--- src/rtl/mem_io_arbiter_pkg.sv ---
// mem_io_arbiter_pkg: shared widths, FSM/port enums and I/O address map for the CPU memory system.
package mem_io_arbiter_pkg;
  localparam int ADDR_W = 16;
  localparam int DATA_W = 16;
  localparam logic [15:0] SW_ADDR = 16'hFFFE;
  localparam logic [15:0] LED_ADDR = 16'hFFFF;
  typedef enum logic [1:0] {IDLE, BUSY_F, BUSY_D} state_e;
  typedef enum logic {FETCH, DATA} port_e;
endpackage

--- src/rtl/mem_io_arbiter_if.sv ---
// mem_io_arbiter_if: fetch port, data port and RAM port bundled between CPU, arbiter and RAM.
interface mem_io_arbiter_if #(
  parameter int ADDR_W = mem_io_arbiter_pkg::ADDR_W,
  parameter int DATA_W = mem_io_arbiter_pkg::DATA_W
);
  logic              if_req;
  logic [ADDR_W-1:0] if_addr;
  logic [DATA_W-1:0] if_rdata;
  logic              if_valid;
  logic              d_req;
  logic              d_we;
  logic [ADDR_W-1:0] d_addr;
  logic [DATA_W-1:0] d_wdata;
  logic [DATA_W-1:0] d_rdata;
  logic              d_valid;
  logic              mem_en;
  logic              mem_we;
  logic [ADDR_W-1:0] mem_addr;
  logic [DATA_W-1:0] mem_wdata;
  logic [DATA_W-1:0] mem_rdata;
  modport slave (
    input  if_req, if_addr, d_req, d_we, d_addr, d_wdata, mem_rdata,
    output if_rdata, if_valid, d_rdata, d_valid, mem_en, mem_we, mem_addr, mem_wdata
  );
  modport master (
    output if_req, if_addr, d_req, d_we, d_addr, d_wdata, mem_rdata,
    input  if_rdata, if_valid, d_rdata, d_valid, mem_en, mem_we, mem_addr, mem_wdata
  );
endinterface

--- src/rtl/mem_io_arbiter_sync2.sv ---
// sync2: parameterized-width two-flop synchronizer for asynchronous inputs.
module sync2 #(
  parameter int W = 1
) (
  input  logic         clock,
  input  logic         reset,
  input  logic [W-1:0] i_d,
  output logic [W-1:0] o_q
);
  logic [W-1:0] r_s1, r_s2;
  always_ff @(posedge clock) begin
    if (reset) begin
      r_s1 <= '0;
      r_s2 <= '0;
    end else begin
      r_s1 <= i_d;
      r_s2 <= r_s1;
    end
  end
  assign o_q = r_s2;
endmodule

--- src/rtl/mem_io_arbiter.sv ---
// mem_io_arbiter: round-robin sharing of one sync RAM between fetch and data ports,
// with switch/LED registers mapped at the top of the data address space.
module mem_io_arbiter #(
  parameter int ADDR_W = mem_io_arbiter_pkg::ADDR_W,
  parameter int DATA_W = mem_io_arbiter_pkg::DATA_W,
  parameter logic [ADDR_W-1:0] SW_ADDR = mem_io_arbiter_pkg::SW_ADDR,
  parameter logic [ADDR_W-1:0] LED_ADDR = mem_io_arbiter_pkg::LED_ADDR
) (
  input  logic                    clock,
  input  logic                    reset,
  mem_io_arbiter_if.slave         bus,
  input  logic [15:0]             switches,
  output logic [15:0]             leds
);
  import mem_io_arbiter_pkg::*;
  state_e            r_state;
  port_e             r_last;
  logic              r_io;
  logic [DATA_W-1:0] r_io_rd;
  logic [15:0]       r_leds;
  logic [15:0]       w_sw;
  logic              w_idle, w_sw_hit, w_led_hit, w_io, w_gnt_d, w_gnt_f;
  sync2 #(.W(16)) u_sync (.clock(clock), .reset(reset), .i_d(switches), .o_q(w_sw));
  assign w_idle    = r_state == IDLE;
  assign w_sw_hit  = bus.d_addr == SW_ADDR;
  assign w_led_hit = bus.d_addr == LED_ADDR;
  assign w_io      = w_sw_hit | w_led_hit;
  // data wins a conflict only when fetch was the last conflict winner
  assign w_gnt_d   = w_idle & bus.d_req & (!bus.if_req | r_last == FETCH);
  assign w_gnt_f   = w_idle & bus.if_req & !w_gnt_d;
  assign bus.mem_en    = !reset & (w_gnt_f | (w_gnt_d & !w_io));
  assign bus.mem_we    = bus.mem_en & w_gnt_d & bus.d_we;
  assign bus.mem_addr  = w_gnt_d ? bus.d_addr : bus.if_addr;
  assign bus.mem_wdata = bus.d_wdata;
  assign bus.if_valid  = !reset & r_state == BUSY_F;
  assign bus.d_valid   = !reset & r_state == BUSY_D;
  assign bus.if_rdata  = bus.if_valid ? bus.mem_rdata : '0;
  assign bus.d_rdata   = bus.d_valid ? (r_io ? r_io_rd : bus.mem_rdata) : '0;
  assign leds          = r_leds;
  always_ff @(posedge clock) begin
    if (reset) begin
      r_state <= IDLE;
      r_last  <= FETCH;
      r_io    <= 1'b0;
      r_io_rd <= '0;
      r_leds  <= '0;
    end else begin
      r_state <= w_gnt_d ? BUSY_D : w_gnt_f ? BUSY_F : IDLE;
      if (w_idle & bus.d_req & bus.if_req) r_last <= w_gnt_d ? DATA : FETCH;
      if (w_gnt_d) begin
        r_io    <= w_io;
        r_io_rd <= DATA_W'(w_sw_hit ? w_sw : r_leds);
        if (w_led_hit & bus.d_we) r_leds <= 16'(bus.d_wdata);
      end
    end
  end
endmodule

--- src/flat_wrapper.sv ---
// flat-port wrapper written by rule: the top's interface ports become plain ports
module mem_io_arbiter_flat import mem_io_arbiter_pkg::*;
#(
  parameter int ADDR_W = mem_io_arbiter_pkg::ADDR_W,
  parameter int DATA_W = mem_io_arbiter_pkg::DATA_W,
  parameter logic [ADDR_W-1:0] SW_ADDR = mem_io_arbiter_pkg::SW_ADDR,
  parameter logic [ADDR_W-1:0] LED_ADDR = mem_io_arbiter_pkg::LED_ADDR
)
  (clock, reset, switches, leds, bus_if_req, bus_if_addr, bus_d_req, bus_d_we, bus_d_addr, bus_d_wdata, bus_mem_rdata, bus_if_rdata, bus_if_valid, bus_d_rdata, bus_d_valid, bus_mem_en, bus_mem_we, bus_mem_addr, bus_mem_wdata);
  mem_io_arbiter_if #(.ADDR_W(ADDR_W), .DATA_W(DATA_W)) bus_i ();
  input  logic clock;
  input  logic reset;
  input  logic [15:0] switches;
  output logic [15:0] leds;
  input wire logic [$bits(bus_i.if_req)-1:0] bus_if_req;
  input wire logic [$bits(bus_i.if_addr)-1:0] bus_if_addr;
  input wire logic [$bits(bus_i.d_req)-1:0] bus_d_req;
  input wire logic [$bits(bus_i.d_we)-1:0] bus_d_we;
  input wire logic [$bits(bus_i.d_addr)-1:0] bus_d_addr;
  input wire logic [$bits(bus_i.d_wdata)-1:0] bus_d_wdata;
  input wire logic [$bits(bus_i.mem_rdata)-1:0] bus_mem_rdata;
  output wire logic [$bits(bus_i.if_rdata)-1:0] bus_if_rdata;
  output wire logic [$bits(bus_i.if_valid)-1:0] bus_if_valid;
  output wire logic [$bits(bus_i.d_rdata)-1:0] bus_d_rdata;
  output wire logic [$bits(bus_i.d_valid)-1:0] bus_d_valid;
  output wire logic [$bits(bus_i.mem_en)-1:0] bus_mem_en;
  output wire logic [$bits(bus_i.mem_we)-1:0] bus_mem_we;
  output wire logic [$bits(bus_i.mem_addr)-1:0] bus_mem_addr;
  output wire logic [$bits(bus_i.mem_wdata)-1:0] bus_mem_wdata;
  assign bus_i.if_req = bus_if_req;
  assign bus_i.if_addr = bus_if_addr;
  assign bus_i.d_req = bus_d_req;
  assign bus_i.d_we = bus_d_we;
  assign bus_i.d_addr = bus_d_addr;
  assign bus_i.d_wdata = bus_d_wdata;
  assign bus_i.mem_rdata = bus_mem_rdata;
  assign bus_if_rdata = bus_i.if_rdata;
  assign bus_if_valid = bus_i.if_valid;
  assign bus_d_rdata = bus_i.d_rdata;
  assign bus_d_valid = bus_i.d_valid;
  assign bus_mem_en = bus_i.mem_en;
  assign bus_mem_we = bus_i.mem_we;
  assign bus_mem_addr = bus_i.mem_addr;
  assign bus_mem_wdata = bus_i.mem_wdata;
  mem_io_arbiter #(.ADDR_W(ADDR_W), .DATA_W(DATA_W), .SW_ADDR(SW_ADDR), .LED_ADDR(LED_ADDR)) u_core (.clock(clock), .reset(reset), .bus(bus_i), .switches(switches), .leds(leds));
endmodule
--- config.mk ---
export PLATFORM = sky130hd
export DESIGN_NAME = mem_io_arbiter_flat
export DESIGN_NICKNAME = d
export VERILOG_FILES = /design/src/rtl/mem_io_arbiter_pkg.sv /design/src/rtl/mem_io_arbiter_if.sv /design/src/rtl/mem_io_arbiter_sync2.sv /design/src/rtl/mem_io_arbiter.sv /design/src/flat_wrapper.sv
export SDC_FILE = /design/constraint.sdc
export NUM_CORES = 1
export LEC_CHECK = 0
export ABC_AREA = 1
export CAP_MARGIN = 0
export CORE_ASPECT_RATIO = 1.4
export CORE_MARGIN = 2
export CORE_UTILIZATION = 43
export CTS_CLUSTER_DIAMETER = 100
export DETAILED_ROUTE_END_ITERATION = 16
export GPL_TIMING_DRIVEN = 0
export PLACE_DENSITY_LB_ADDON = 0.25
export SYNTH_ARGS = -nofsm -noshare
export SYNTH_HDL_FRONTEND = slang
export SYNTH_SLANG_ARGS = --single-unit
--- constraint.sdc ---
create_clock -name clock -period 3.2 [get_ports clock]
set_input_delay 0.64 -clock clock [delete_from_list [all_inputs] [get_ports clock]]
set_output_delay 0.64 -clock clock [all_outputs]
set_load 0.01 [all_outputs]
Word-level counts from Yosys, hierarchy flattened
Index checks and enable logic that the tools add are counted.
Widths: inputs -> output; s select.
- bitwise logic cells: 16
- equal/unequal tests: 4
- reductions and logical operators: 7
- muxes and demuxes: 8
- operators with widths (cell ; number):
    $mux 16 ; 5
    $eq 16x16->1 const B ; 2
    $and 1x1->1 ; 12
    $logic_not 1->1 ; 4
    $or 1x1->1 ; 3
    $eq 2x1->1 const B ; 1
    $eq 2x2->1 const B ; 1
    $logic_not 2->1 ; 1
    $mux 1 ; 2
    $mux 2 ; 1
    $reduce_and 2->1 ; 1
    $reduce_or 2->1 ; 1
    $not 1->1 ; 1
- flip-flop bits (word level): 68
- word-level logic and storage cells: 43
- bits of input ports: 85

Logic depth before layout (Yosys ltp)
- depth in word-level cells: 9
- gate-level depth with buffers: 9
- depth with buffers taken out: 8

Hierarchy
From an unflattened synthesis, not the netlist that was laid out.
- cells, all modules: 509
- area total of the unflattened synthesis: 3395.8 µm²
- by module, submodules not included (module ; times used ; seq. area each (µm²) ; cells each ; area each (µm²)):
    mem_io_arbiter ; 1 ; 720.7 ; 410 ; 2481.1
    sync2 ; 1 ; 640.6 ; 99 ; 914.6

Least setup slack after synthesis
OpenSTA, ideal clock, no wires.
- path type: input-to-output
- from: input reset
- to: output bus_if_rdata[10]
- required time: 2560 ps
- path slack: 972 ps
- arrival: 1588 ps
- stages on the path: 5
- cell sequence: buf_2 -> nor3_2 -> inv_2 -> clkbuf_1 -> nor2_1
- word-level cells in the longest chain between the ends: 3
- ends and longest elaborated chain (what ; line ; RTL):
    start, declared ; flat_wrapper.sv:12 ; input logic reset;
    $logic_not 1->1 ; mem_io_arbiter.sv:35 ; assign bus.if_valid = !reset & r_state == BUSY_F;
    $and 1x1->1 ; mem_io_arbiter.sv:35 ;
    via bus_if_valid ; flat_wrapper.sv:23 ; output wire logic [$bits(bus_i.if_valid)-1:0] bus_if_valid;
    $mux 16 ; mem_io_arbiter.sv:37 ; assign bus.if_rdata = bus.if_valid ? bus.mem_rdata : '0;
    end, declared ; flat_wrapper.sv:22 ; output wire logic [$bits(bus_i.if_rdata)-1:0] bus_if_rdata;
The timed path passes the listed nets, and every way through them passes these cells.

Worst setup path after layout
- from: input bus_d_req
- to: output bus_mem_addr[8]
- word-level cells in the longest chain between the ends: 3
- ends and longest elaborated chain (what ; line ; RTL):
    start, declared ; flat_wrapper.sv:17 ; input wire logic [$bits(bus_i.d_req)-1:0] bus_d_req;
    $and 1x1->1 (2 in series) ; mem_io_arbiter.sv:29 ; assign w_gnt_d = w_idle & bus.d_req & (!bus.if_req | r_last == FETCH);
    $mux 16 ; mem_io_arbiter.sv:33 ; assign bus.mem_addr = w_gnt_d ? bus.d_addr : bus.if_addr;
    end, declared ; flat_wrapper.sv:28 ; output wire logic [$bits(bus_i.mem_addr)-1:0] bus_mem_addr;
No other way between the ends.

==> flow_summary.yaml <==
floorplanning:
  dieHeight_microns: 108
  die_w_microns: 78.4
  rows: 38
  core_sq_mm: 0.00765
  ios: 169
  die_area_sq_mm: 0.00849
  start_util: 0.436
route:
  drtAntennaViolNets: 0
  drt_first_pass_iters: 7
  wire_per_inst_microns: 11.5
  wirelength_microns: 9160
  drc: 0
  drt_iter0_drc: 137
  via_count: 3533
  via_per_inst: 4.44
placement:
  place_congestion: 0.835
  portBuffers: 167
  placed_area_sq_mm: 0.00513
  place_hpwl_microns: 7430
global_route:
  grt_overflow: 0
  grt_max_degree: 12
  antenna_found_initial: 0
  first_global_vias: 3303
  grt_usage: 0.217
  grt_pass1_wl_microns: 14800
critical_path:
  timing_worst_setup_path_type: "in -> out"
  path_max_fanout: 10
  startpoint_type: "input port"
  endpoint_kind: "output pin"
  crit_arrival_ns: 2.43
  required_ns: 2.56
power_and_ir_drop:
  p_leak_uw: 0.00235
  ir_worst_vdd_mv: 0.351
  p_per_area_mw_per_mm2: 358
min_path:
  hold_path.class: "reg -> reg"
yosys:
  synthDistinctLibCells: 22
  syn-mean-instance-area_sq_um: 6.53
  yosysTopAreaCell: "dfxtp_1"
  synth_warnings: 0
  synth_seq_area_share: 0.408
  postSynthCellCount: 511
  synth_top_area_share: 0.408
  syn_area_sq_mm: 0.00333
  synthTopCellsByArea: "dfxtp_1 41%, nand2_1 18%, nor2_1 10%"
  synthesis.nets: 596
  synth_seq_cells: 68
clock_tree:
  numCtsBuffers: 9
  hold_buffers: 0
  clk_pin_slew_ns: 0.06
  cts_sinks: 68
  root_buffer: "clkbuf_8"
  clockBufferDepth: 2
  htree_levels: 3
  cts_tree: "done"
  clk_latency_ns: 0.34
cells_and_area:
  layout_common_cells: "165 x clkdlybuf4s50_1, 157 x nand2_1, 89 x nor2_1"
  final_common_cell: "clkdlybuf4s50_1"
  area_growth_syn_to_layout_pct: 60.4
  drive_gt1_frac: 0.0891
  n_antenna_cell: 0
  fin_area_sq_mm: 0.00535
  final_core_util: 0.699
  nNetsFinal: 776
sta:
  tns_ns: 0
  slew_violations: 0
  setup_violations: 0
  timing.fmax_mhz: 326
  skew_ns: 0.00538
  slew_headroom: 0.682
  worst_slew_pin_slew_ns: 0.476
  rsz0062_at_grt: "false"
  period_minus_slack_ns: 3.07
  min_period_over_period: 0.960
  hold_viol: 0
job:
  maxCapViolCount: 0
run_status:
  status: "finished, final reports clean"
==> state kept, by name (all words and copies together), names as in the netlist <==
| register | count |
|---|---|
| u_core.r_io_rd | 16 |
| u_core.r_last | 1 |
| u_core.r_state | 2 |
| u_core.leds | 16 |
| u_core.r_io | 1 |
| u_core.u_sync.o_q | 16 |
| u_core.u_sync.r_s1 | 16 |
==> final timing paths <==
path	from	to	slack (ns)	depth (start not counted)
setup / recovery	bus_d_req	bus_mem_addr[8]	0.13	8
hold / removal	u_core.u_sync.r_s1[4]	u_core.u_sync.o_q[4]	0.40	2
setup reg to reg	u_core.r_state[1]	u_core.leds[8]	1.83	7
hold reg to reg	u_core.u_sync.r_s1[4]	u_core.u_sync.o_q[4]	0.40	2
==> critical path, cell delays in order <==
cell             delay (ns)
clkdlybuf4s50_1        0.54
nand3_4                0.14
buf_4                  0.20
inv_4                  0.11
buf_6                  0.14
nand2_1                0.06
nand2_1                0.06
clkdlybuf4s50_1        0.53
==> Yosys cell counts <==
master,n
nor2_4,4
buf_4,26
nand3_2,2
o21bai_1,1
clkbuf_1,7
buf_2,6
inv_1,70
inv_2,2
o21ai_1,16
nand2_2,1
nor2_1,90
nand2_1,157
nand3_1,3
a21oi_1,33
dfxtp_1,68
clkinv_1,1
inv_4,1
buf_6,2
o21ai_0,3
nor3b_1,1
nor3_2,1
nand3b_1,16
==> final cells by class <==
| class | instances | area, sq um |
|---|---|---|
| clock buffer | 11 | 131 |
| clock inverter | 5 | 52.6 |
| tap | 100 | 125 |
| fill | 648 | 2310 |
| inverter | 74 | 280 |
| buffer | 41 | 277 |
| sequential | 68 | 1360 |
| timing repair buffer | 169 | 1690 |
| multi-input combinational | 328 | 1430 |
==> kinds of logic (layout without fill, tap and decap cells) <==
logic type / after synthesis / in the layout / share of synthesized area
compound gates: 53 / 53 / 0.0803
flops: 68 / 68 / 0.408
simple gates: 275 / 275 / 0.345
buf+inv: 115 / 300 / 0.166
==> repair_timing <==
| action | CTS | global route |
|---|---|---|
| setup endpoints to repair | 0 | 7 |
| resized for setup | 0 | 5 |
| setup buffers | 0 | 2 |
==> power breakdown <==
group          internal [uW]  switching [uW]
Combinational            227             162
Clock                    356             298
Sequential               867            6.46
==> layer usage <==
| layer | up-vias | share of wire | global-route usage |
|---|---|---|---|
| li1 | 1870 | - | - |
| met1 | 1516 | 0.38 | 0.223 |
| met2 | 130 | 0.54 | 0.425 |
| met3 | 17 | 0.062 | 0.0442 |
| met4 | 0 | 0.023 | 0.0840 |
| met5 | - | 0 | 0 |
==> metrics by stage <==
stage,hold WS [ns],instances,setup WS (ns),power (uW)
CTS,0.404,794,0.0386,1920
floorplan,0.388,511,0.972,1060
global route,0.419,796,0.0000964,2000
detailed placement,0.396,778,0.0365,1280
finish,0.403,796,0.128,1920
global placement,0.392,778,0.0572,1270
Power figures use the tool's default switching activity.
